--- config.mk ---
export PLATFORM = sky130hd
export DESIGN_NAME = johnson_counter
export DESIGN_NICKNAME = d
export VERILOG_FILES = /design/src/rtl/johnson_counter.sv
export SDC_FILE = /design/constraint.sdc
export NUM_CORES = 1
export LEC_CHECK = 0
export ABC_AREA = 1
export BUFFER_PORTS_ARGS = -buffer_cell sky130_fd_sc_hd__buf_2
export CAP_MARGIN = 0
export CORE_AREA = 2 2 39 41
export DETAILED_ROUTE_END_ITERATION = 7
export DIE_AREA = 0 0 41 43
export GPL_TIMING_DRIVEN = 0
export PLACE_DENSITY = 0.55
export SLEW_MARGIN = 20
export SYNTH_ARGS = -nofsm -noshare
export SYNTH_HDL_FRONTEND = slang
export SYNTH_SLANG_ARGS = --single-unit
export TNS_END_PERCENT = 1
--- constraint.sdc ---
create_clock -name clk -period 3.45 [get_ports clk]
set_clock_uncertainty 0.1 [all_clocks]
set_input_delay 0.69 -clock clk [delete_from_list [all_inputs] [get_ports clk]]
set_output_delay 0.69 -clock clk [all_outputs]
set_load 0.01 [all_outputs]
--- src/rtl/johnson_counter.sv ---
// Purpose : parameterised Johnson (twisted-ring) counter with decoded phase, wrap pulse and
//           illegal-state self-correction.
// Latency : all outputs are registered; each one changes one rising clk edge after the state it reflects.
// Flow    : free-running, with no enable or backpressure. An illegal state recovers to zero on the next edge.
//
// Ports:
//   clk    - rising-edge clock
//   reset  - asynchronous active-low reset; clears all state while low
//   out    - WIDTH-bit Johnson code (2*WIDTH legal states)
//   phase  - index 0..2*WIDTH-1 of out within the legal sequence
//   wrap   - one-cycle pulse when out returns to all-zeros from 0...01
//   err    - one-cycle pulse after an illegal state has been replaced by zero
module johnson_counter #(
  parameter int WIDTH = 4,
  parameter int PW    = $clog2(2*WIDTH)
) (
  input  logic             clk,
  input  logic             reset,
  output logic [WIDTH-1:0] out,
  output logic [PW-1:0]    phase,
  output logic             wrap,
  output logic             err
);

  // The last state of the sequence is 0...01. The state after it is all-zeros.
  localparam logic [WIDTH-1:0] LAST_CODE = WIDTH'(1);
  localparam logic [PW-1:0]    TWO_W     = PW'(2*WIDTH);

  logic [WIDTH-1:0] out_q,   out_d;
  logic [PW-1:0]    phase_q, phase_d;
  logic             wrap_q,  wrap_d;
  logic             err_q,   err_d;

  logic [WIDTH-2:0] edges;
  logic             legal;
  logic [PW-1:0]    ones;

  // A legal Johnson code is a single run of ones next to a single run of zeros.
  // Such a code has at most one place where adjacent bits differ.
  // The test (x & (x-1)) == 0 is true when x has at most one bit set.
  always_comb begin
    edges = out_q[WIDTH-1:1] ^ out_q[WIDTH-2:0];
    legal = ((edges & (edges - (WIDTH-1)'(1))) == '0);
  end

  always_comb begin
    out_d  = '0;
    wrap_d = 1'b0;
    err_d  = 1'b0;
    if (legal) begin
      out_d  = {~out_q[0], out_q[WIDTH-1:1]};
      wrap_d = (out_q == LAST_CODE);
    end else begin
      err_d  = 1'b1;
    end
  end

  // The phase is decoded from the next code. It is not counted separately.
  // This way phase cannot drift from out if a state is disturbed into another legal state.
  // For a code of leading ones, phase is the popcount. This includes all-zeros, which is phase 0.
  // For a code of leading zeros, phase is 2*WIDTH minus the popcount.
  always_comb begin
    ones = '0;
    for (int i = 0; i < WIDTH; i++) begin
      ones = ones + PW'(out_d[i]);
    end
    if (out_d[WIDTH-1] || (out_d == '0)) begin
      phase_d = ones;
    end else begin
      phase_d = TWO_W - ones;
    end
  end

  always_ff @(posedge clk or negedge reset) begin
    if (!reset) begin
      out_q   <= '0;
      phase_q <= '0;
      wrap_q  <= 1'b0;
      err_q   <= 1'b0;
    end else begin
      out_q   <= out_d;
      phase_q <= phase_d;
      wrap_q  <= wrap_d;
      err_q   <= err_d;
    end
  end

  assign out   = out_q;
  assign phase = phase_q;
  assign wrap  = wrap_q;
  assign err   = err_q;

endmodule

==> results of run 1 <==
## power groups by stage
stage / logic (W) / clock network, W / registers [W]
2_1_floorplan: 0.000000000166 / 0 / 0.000108
3_3_place_gp: 0.00000252 / 0 / 0.000107
3_5_place_dp: 0.00000251 / 0 / 0.000107
4_1_cts: 0.00000251 / 0.0000844 / 0.000106
5_1_grt: 0.00000286 / 0.0000916 / 0.000105
6_report: 0.00000236 / 0.0000804 / 0.000106
## worst reg2reg max path, delay by kind of cell, from the launching register on
kind                       cells  cell delay, ns
buffers and inverters          5            0.30
adders and majority gates      5            1.45
DFF                            1            0.37
and+or+nand+nor                6            0.55
xor gates and xnor gates       1            0.15
## kinds of logic after synthesis
| logic type | share of synthesized area (%) |
|---|---|
| flops | 45.69 |
| xor+xnor | 1.777 |
| simple gates | 24.11 |
| buf+inv | 9.136 |
| fa+ha+maj | 19.29 |
## per-stage QoR
| stage | area [sq um] | cells | power (W) | hold slack [ns] |
|---|---|---|---|---|
| after floorplan | 493.0 | 49 | 0.0001075 | 0.2944 |
| after global placement | 563.0 | 75 | 0.0001100 | 0.4500 |
| after detailed placement | 563.0 | 75 | 0.0001100 | 0.4497 |
| after CTS | 589.3 | 79 | 0.0001925 | 0.1633 |
| after global routing | 589.3 | 79 | 0.0001998 | 0.1664 |
| final | 589.3 | 79 | 0.0001883 | 0.1657 |
## layout make-up
type / count / share of cell area (%)
multi-input combinational: 28 / 37.79
inverter: 12 / 7.643
tap: 16 / 3.397
sequential: 9 / 38.22
timing repair buffer: 10 / 8.493
clock buffer: 4 / 4.459
## routing by layer
metal | up-vias | global-route usage, % | part of all wire [%]
li1 | 176 | - | -
met1 | 144 | 11.15 | 41
met2 | 10 | 18.13 | 49
met3 | 4 | 4.712 | 6.5
met4 | 0 | 12.00 | 3.8
met5 | - | 0 | 0
## state kept, by name (all words and copies together), names as in the netlist
name   cells
phase      3
wrap       1
out        4
err        1
## cells in the final DEF (no fill, tap or decap)
master,Yosys,layout
buf_2,0,10
clkbuf_1,0,1
clkbuf_4,0,3
dfrtp_1,9,9
fa_1,1,1
ha_1,6,6
inv_1,11,11
inv_2,1,1
nand2_1,8,8
nand2_2,3,3
nand3_1,2,2
nand3_2,2,2
nand3b_4,1,1
nor2_1,3,3
or2_4,1,1
xnor2_1,1,1
## worst paths after layout
kind	from	endpoint	slack, ns	cells past startpoint
min in group clk	out[2]	out[1]	0.46	2
max in group asynchronous	reset	phase[1]	2.90	1
worst min register to register	out[2]	out[1]	0.46	2
worst max-delay path	out[2]	phase[2]	0.47	17
worst min-delay path	reset	out[0]	0.17	1
worst max register to register	out[2]	phase[2]	0.47	17
==> flow_summary.json, run 1 <==
{
  "intPower_w": 0.0001505,
  "drc": 0,
  "setup_viol_count_final": 0,
  "synthArstFlopShare_pct": 100.0,
  "pwr-share-comb_pct": 1.3,
  "htreeDepth": 1,
  "required_ns": 3.54,
  "io_buffer_count": 10,
  "rsz0062_at_grt": "false",
  "final_layout_size_suffix_gt1_share_pct": 33.33,
  "ys_types": 13,
  "powerDensity_nw_per_um2": 319.5,
  "arrival_ns": 3.07,
  "die_w_um": 41,
  "multiInputGateArea_sq_um": 222.7,
  "ctsLongestPathBuffers": 2,
  "synth_flop_cell": "dfrtp_1",
  "hold_viol_final": 0,
  "antenna_found_initial": 0,
  "wl_um": 739,
  "vias_per_cell": 4.228,
  "outcome": "completed",
  "antennaDiodeCount": 0,
  "yosys.area.top_type": "dfrtp_1",
  "cap_viol_max_count": 0,
  "area_growth_pct": 19.54,
  "globalplace.congestion": 0.7640,
  "rows": 14,
  "yosys_warnings": 0,
  "pre_cts_ws_ns": 0.4583,
  "start_kind": "register",
  "netlist_area_sq_um": 493.0,
  "track_usage_pct": 12.02,
  "postCtsSetupBuffers": 0,
  "vias": 334,
  "grt_pass1_vias": 342,
  "synthTopCellsByArea": "dfrtp_1 46%, ha_1 15%, inv_1 8.4%",
  "overflow": 0,
  "grt_pass1_wl_mm": 1.304,
  "ys_ff_latch": 9,
  "cts_tree": "built",
  "dpl.hpwl_um": 627.3,
  "nFillCells": 143,
  "finish.utilization_pct": 42.59,
  "ir_drop_mv": 0.1303,
  "synth.most_common_cell": "inv_1",
  "ant_nets": 0,
  "path_max_fanout": 4,
  "synth-seq-area-share_pct": 45.69,
  "min_period_over_period_pct": 86.31,
  "path_cells": "inv_2 > ha_1 > inv_1 > nand2_1 > nand3_2 > nand2_2 > nor2_1 > inv_1 > fa_1 > inv_1 > ha_1 > ha_1 > inv_1 > ha_1 > xnor2_1 > nand3_1 > nand2_1",
  "cts_hold_buf": 0,
  "io_pins": 11,
  "switching_share_pct": 20.08,
  "end_kind": "register",
  "cts_inserted_buffers": 3,
  "p_sw_w": 0.00003780,
  "crit_path_max_incr_delay_ns": 0.53,
  "fin_ws_ns": 0.4723,
  "period_minus_slack_ns": 2.978,
  "cts_resized": 0,
  "crit_type": "register to register",
  "fin_setup_tns_ns": 0,
  "postSynthAreaPerCell_sq_um": 10.06,
  "seq_power_share_pct": 56.1,
  "die_h_um": 43,
  "relSlewSlack_pct": 86.48,
  "tightestPinTransition_ns": 0.2027,
  "critPathBufInv": 5,
  "synth-edff-count": 0,
  "firstDrtPassIters": 2,
  "clock_power_share_pct": 42.7,
  "initial_utilization_pct": 35.62,
  "hp-class": "input pin to async pin",
  "die_area_sq_um": 1763,
  "yosysTopAreaCellShare_pct": 45.69,
  "core-area_sq_um": 1384,
  "max_freq_mhz": 335.8,
  "fin_nets": 73,
  "seq_area_sq_um": 225.2,
  "clk_latency_ns": 0.26,
  "drtIter0Drc": 5,
  "synth_common_cells": "11 x inv_1, 9 x dfrtp_1, 8 x nand2_1",
  "cpMaxStageDelayCell": "fa_1",
  "clk_pin_slew_ns": 0.06,
  "critical-path-top-delay-family": "adder cells",
  "numClockSinks": 9,
  "grt_start_max_net_pins": 10,
  "finalMaxSlewViolations": 0,
  "synth_cells": 49,
  "root_buffer": "clkbuf_4",
  "power.leakage_nw": 0.3454,
  "routedWlPerCell_um": 9.354,
  "syn_nets": 58
}
No activity file was read; power rests on OpenSTA's default activity.
==> run 2, diff against run 1 <==
CORE_AREA = 5 5 42 44   (was 2 2 39 41)
CTS_BUF_LIST = sky130_fd_sc_hd__clkbuf_8   (was unset)
DIE_AREA = 0 0 47 49   (was 0 0 41 43)
==> run 2 against run 1 <==
Effect of this change:
- global-route usage decreased by 3.2 points
- non-clock buffer count unchanged
- via count up 3.9%
- sequential power is essentially flat
- sequential cell count unchanged
- maximum frequency shrank 0.22%
- largest cell class unchanged
- largest power group is now clock
==> flow_summary.json, run 2 (synthesis results as in run 1) <==
{
  "drc": 0,
  "core-area_sq_um": 1401,
  "postCtsSetupBuffers": 0,
  "hp-class": "input pin to async pin",
  "antenna_found_initial": 0,
  "r2r-end": "phase[2]",
  "dpl.hpwl_um": 607.2,
  "layout_common_cells": "12 x inv_1, 10 x buf_2, 9 x dfrtp_1",
  "final_common_cell": "inv_1",
  "crit_type": "register to register",
  "die_w_um": 47,
  "finish.utilization_pct": 43.39,
  "cts_resized": 0,
  "vias": 347,
  "end_kind": "register",
  "fin_nets": 73,
  "switching_share_pct": 17.96,
  "grt_start_max_net_pins": 10,
  "ir_drop_mv": 0.1691,
  "io_pins": 11,
  "io_buffer_count": 10,
  "clk_latency_ns": 0.23,
  "numClockSinks": 9,
  "fin_setup_tns_ns": 0,
  "initial_utilization_pct": 35.18,
  "htreeDepth": 1,
  "r2r_cells": 17,
  "hold_viol_final": 0,
  "tightestPinTransition_ns": 0.2008,
  "overflow": 0,
  "r2r-start": "out[2]",
  "period_minus_slack_ns": 2.984,
  "vias_per_cell": 4.392,
  "relSlewSlack_pct": 86.61,
  "root_buffer": "clkbuf_8",
  "grt_pass1_wl_mm": 1.352,
  "outcome": "completed",
  "start_kind": "register",
  "final_layout_size_suffix_gt1_share_pct": 33.33,
  "largest_reg_flops": 4,
  "clock_power_share_pct": 51.6,
  "area_growth_pct": 23.35,
  "globalplace.congestion": 0.7256,
  "rows": 14,
  "min_period_over_period_pct": 86.50,
  "cap_viol_max_count": 0,
  "drtIter0Drc": 3,
  "max_freq_mhz": 335.1,
  "cts_inserted_buffers": 3,
  "holdWs_ns": 0.2018,
  "p_sw_w": 0.00004020,
  "cts_tree": "built",
  "powerDensity_nw_per_um2": 368.0,
  "r2r_slack_ns": 0.47,
  "power.leakage_nw": 0.3573,
  "ant_nets": 0,
  "firstDrtPassIters": 4,
  "clk_pin_slew_ns": 0.04,
  "track_usage_pct": 8.826,
  "arrival_ns": 3.05,
  "required_ns": 3.52,
  "die_h_um": 49,
  "grt_pass1_vias": 332,
  "antennaDiodeCount": 0,
  "seq_power_share_pct": 47.4,
  "wl_um": 761,
  "cts_hold_buf": 0,
  "intPower_w": 0.0001836,
  "die_area_sq_um": 2303,
  "routedWlPerCell_um": 9.633,
  "setup_viol_count_final": 0,
  "pwr-share-comb_pct": 1.0,
  "rsz0062_at_grt": "false",
  "finalMaxSlewViolations": 0,
  "path_max_fanout": 4,
  "ctsLongestPathBuffers": 2
}
## run 2: cell types whose count changed in the layout (fill, tap and decap cells not counted), sizes merged
cell / before / now
clkbuf: 4 / 3
inv: 12 / 13
## run 2: stage by stage
stage | power (W) | instance area (sq um) | setup WS, ns | std cells
finish | 0.0002238 | 608.1 | 0.4658 | 79
CTS | 0.0002280 | 608.1 | 0.4449 | 79
detailed placement | 0.0001100 | 563.0 | 0.4739 | 75
floorplan | 0.0001075 | 493.0 | 0.5650 | 49
global route | 0.0002341 | 608.1 | 0.1637 | 79
global placement | 0.0001101 | 563.0 | 0.4808 | 75
## run 2: per-layer routing
metal	GRT usage [%]	wire length (um)	vias to the layer above
met5	0	0	-
met4	9.677	42	0
met3	2.214	46	4
met2	12.67	364	9
met1	9.318	307	160
li1	-	-	174
## run 2: power groups by stage
| stage | sequential, W | combinational (W) | clock (W) |
|---|---|---|---|
| after global routing | 0.000106 | 0.00000291 | 0.000125 |
| after detailed placement | 0.000107 | 0.00000255 | 0 |
| after CTS | 0.000106 | 0.00000255 | 0.000119 |
| after global placement | 0.000107 | 0.00000258 | 0 |
| after floorplan | 0.000108 | 0.000000000166 | 0 |
| final | 0.000106 | 0.00000234 | 0.000115 |
## run 2: how the worst max path moves through the flow
stage / startpoint / endpoint / slack, ns / cells past startpoint
3_5_place_dp: out[2] / phase[2] / 0.47 / 17
4_1_cts: out[2] / phase[2] / 0.44 / 17
2_1_floorplan: out[2] / phase[2] / 0.56 / 17
6_report: out[2] / phase[2] / 0.47 / 17
5_1_grt: out[2] / phase[2] / 0.16 / 17
3_3_place_gp: out[2] / phase[2] / 0.48 / 17
## run 2: final cells by class
class,instances,area (sq um)
fill,147,793.3
sequential,9,225.2
multi-input combinational,28,222.7
timing repair buffer,10,50.05
inverter,12,45.04
clock buffer,3,41.29
tap,16,20.02
clock inverter,1,3.754
## run 2: worst max-delay path: stages, from the launching register on
cell and delay, ns:
dfrtp_1 0.37, inv_2 0.06, ha_1 0.28, inv_1 0.07, nand2_1 0.06, nand3_2 0.12
nand2_2 0.09, nor2_1 0.14, inv_1 0.09, fa_1 0.53, inv_1 0.04, ha_1 0.18
ha_1 0.29, inv_1 0.04, ha_1 0.17, xnor2_1 0.15, nand3_1 0.09, nand2_1 0.06
==> run 3, diff against run 2 <==
ABC_AREA = unset   (was 1)
PLACE_DENSITY = 0.54   (was 0.55)
==> run 3 against run 2 <==
Effect of this change:
- combinational power is 4% higher
- maximum frequency decreased by 6.1%
- cell area down 2.5%
- critical path type unchanged
- register-to-register slack got worse by 0.20 ns
- area after synthesis decreased by 3.0%
- sequential share of layout area up 0.94 points
- total power rose by 0.85%
- clock power hardly changed
- hold slack improved by 0.0034 ns
- critical path depth decreased by 4
- global-route usage decreased by 0.72 points
- highest routed layer is now met3
==> flow_summary.json, run 3 <==
{
  "r2r_slack_ns": 0.27,
  "cts_inserted_buffers": 3,
  "synth-seq-area-share_pct": 47.12,
  "final_layout_size_suffix_gt1_share_pct": 33.93,
  "die_w_um": 47,
  "outcome": "completed",
  "cts_hold_buf": 0,
  "required_ns": 3.46,
  "postSynthAreaPerCell_sq_um": 11.38,
  "die_area_sq_um": 2303,
  "relSlewSlack_pct": 77.34,
  "synthArstFlopShare_pct": 100.0,
  "dpl.hpwl_um": 601.5,
  "grt_pass1_wl_mm": 1.311,
  "r2r-start": "out[2]",
  "io_pins": 11,
  "postCtsSetupBuffers": 0,
  "crit_path_start": "out[2]",
  "firstDrtPassIters": 2,
  "fin_setup_tns_ns": 0,
  "ys_ff_latch": 9,
  "numClockSinks": 9,
  "cts_resized": 0,
  "synth_common_cells": "11 x inv_1, 9 x dfrtp_1, 6 x ha_1",
  "max_freq_mhz": 314.5,
  "synth.most_common_cell": "inv_1",
  "globalplace.congestion": 0.7331,
  "ir_drop_mv": 0.2409,
  "r2r-end": "phase[1]",
  "routedWlPerCell_um": 10.14,
  "r2r_cells": 13,
  "hold_viol_final": 0,
  "ant_nets": 0,
  "synthTopCellsByArea": "dfrtp_1 47%, ha_1 16%, inv_1 8.6%",
  "yosys_warnings": 0,
  "start_kind": "register",
  "hp-class": "input pin to async pin",
  "pre_cts_ws_ns": 0.2492,
  "overflow": 0,
  "cpMaxStageDelayCell": "fa_1",
  "syn_nets": 51,
  "final_common_cell": "inv_1",
  "ys_types": 17,
  "layout.cells.non_filler": 72,
  "rows": 14,
  "cts_tree": "built",
  "placed_cells": 68,
  "crit_path_max_incr_delay_ns": 0.54,
  "path_max_fanout": 4,
  "synth-edff-count": 0,
  "drc": 0,
  "io_buffer_count": 10,
  "grt_start_max_net_pins": 10,
  "synth_flop_cell": "dfrtp_1",
  "power.leakage_nw": 0.3430,
  "fin_ws_ns": 0.2708,
  "rsz0062_at_grt": "false",
  "endpoint": "phase[1]",
  "critPathBufInv": 4,
  "arrival_ns": 3.19,
  "vias_per_cell": 4.194,
  "largest_reg_flops": 4,
  "yosysTopAreaCellShare_pct": 47.12,
  "period_minus_slack_ns": 3.179,
  "area_growth_pct": 24.08,
  "yosys.area.top_type": "dfrtp_1",
  "antennaDiodeCount": 0,
  "critical-path-top-delay-family": "adder cells",
  "end_kind": "register",
  "drtIter0Drc": 4,
  "layout_common_cells": "12 x inv_1, 10 x buf_2, 9 x dfrtp_1",
  "htreeDepth": 1,
  "root_buffer": "clkbuf_8",
  "wl_um": 730,
  "cap_viol_max_count": 0,
  "powerDensity_nw_per_um2": 380.5,
  "min_period_over_period_pct": 92.15,
  "antenna_found_initial": 0,
  "grt_pass1_vias": 296,
  "vias": 302,
  "setup_viol_count_final": 0,
  "clk_pin_slew_ns": 0.04,
  "crit_type": "register to register",
  "die_h_um": 49,
  "synth_cells": 42,
  "finalMaxSlewViolations": 0,
  "path_depth": 13,
  "track_usage_pct": 8.102,
  "path_cells": "inv_1 > ha_1 > nand2b_1 > and2_4 > nor3_1 > inv_1 > fa_1 > inv_1 > ha_1 > ha_1 > inv_1 > ha_1 > mux2_4",
  "netlist_area_sq_um": 478.0,
  "tightestPinTransition_ns": 0.3391,
  "clk_latency_ns": 0.23,
  "core-area_sq_um": 1401,
  "initial_utilization_pct": 34.11,
  "ctsLongestPathBuffers": 2,
  "fin_nets": 66
}
==> run 3: through the flow <==
step / util, % / cell area [sq um] / hold WS, ns / power, W
global placement: 39.11 / 548.0 / 0.4542 / 0.0001101
finish: 42.32 / 593.1 / 0.2052 / 0.0002257
CTS: 42.32 / 593.1 / 0.2070 / 0.0002308
global route: 42.32 / 593.1 / 0.2145 / 0.0002380
floorplan: - / 478.0 / 0.2944 / 0.0001075
detailed placement: 39.11 / 548.0 / 0.4552 / 0.0001101
==> run 3: area by class of cell <==
type | instances | area [sq um]
Timing Repair Buffer | 10 | 50.05
Inverter | 12 | 46.29
Tap cell | 16 | 20.02
Multi-Input combinational cell | 21 | 206.4
Clock inverter | 1 | 3.754
Sequential cell | 9 | 225.2
Clock buffer | 3 | 41.29
Fill cell | 148 | 808.3
==> run 3: how the worst min path moves through the flow <==
stage,startpoint,endpoint,slack [ns],cells past startpoint
after floorplan,reset,err,0.29,0
after global placement,reset,phase[2],0.45,1
after detailed placement,reset,phase[2],0.46,1
after CTS,reset,phase[1],0.21,1
after global routing,reset,phase[0],0.21,1
final,reset,phase[1],0.21,1
==> run 3: report_power, final <==
group	total [W]	leakage (nW)	internal, W	switching [W]
combinational	0.00000244	0.199	0.000000418	0.00000202
sequential	0.000106	0.117	0.000106	0
clock	0.000117	0.0269	0.0000773	0.0000400
==> run 3: cell families after synthesis <==
kind of cell | after synthesis | share of synthesized area [%]
buf+inv | 12 | 9.685
simple gates | 8 | 11.00
xor+xnor | 2 | 3.666
mux | 1 | 3.140
fa+ha+maj | 7 | 19.90
compound gates | 3 | 5.498
flops | 9 | 47.12
==> run 3: metal layers <==
layer	GRT usage [%]	vias up	part of all wire (%)
li1	-	157	-
met1	9.955	135	45
met2	11.09	10	45
met3	6.642	0	10
met4	1.382	0	0
met5	0	-	0
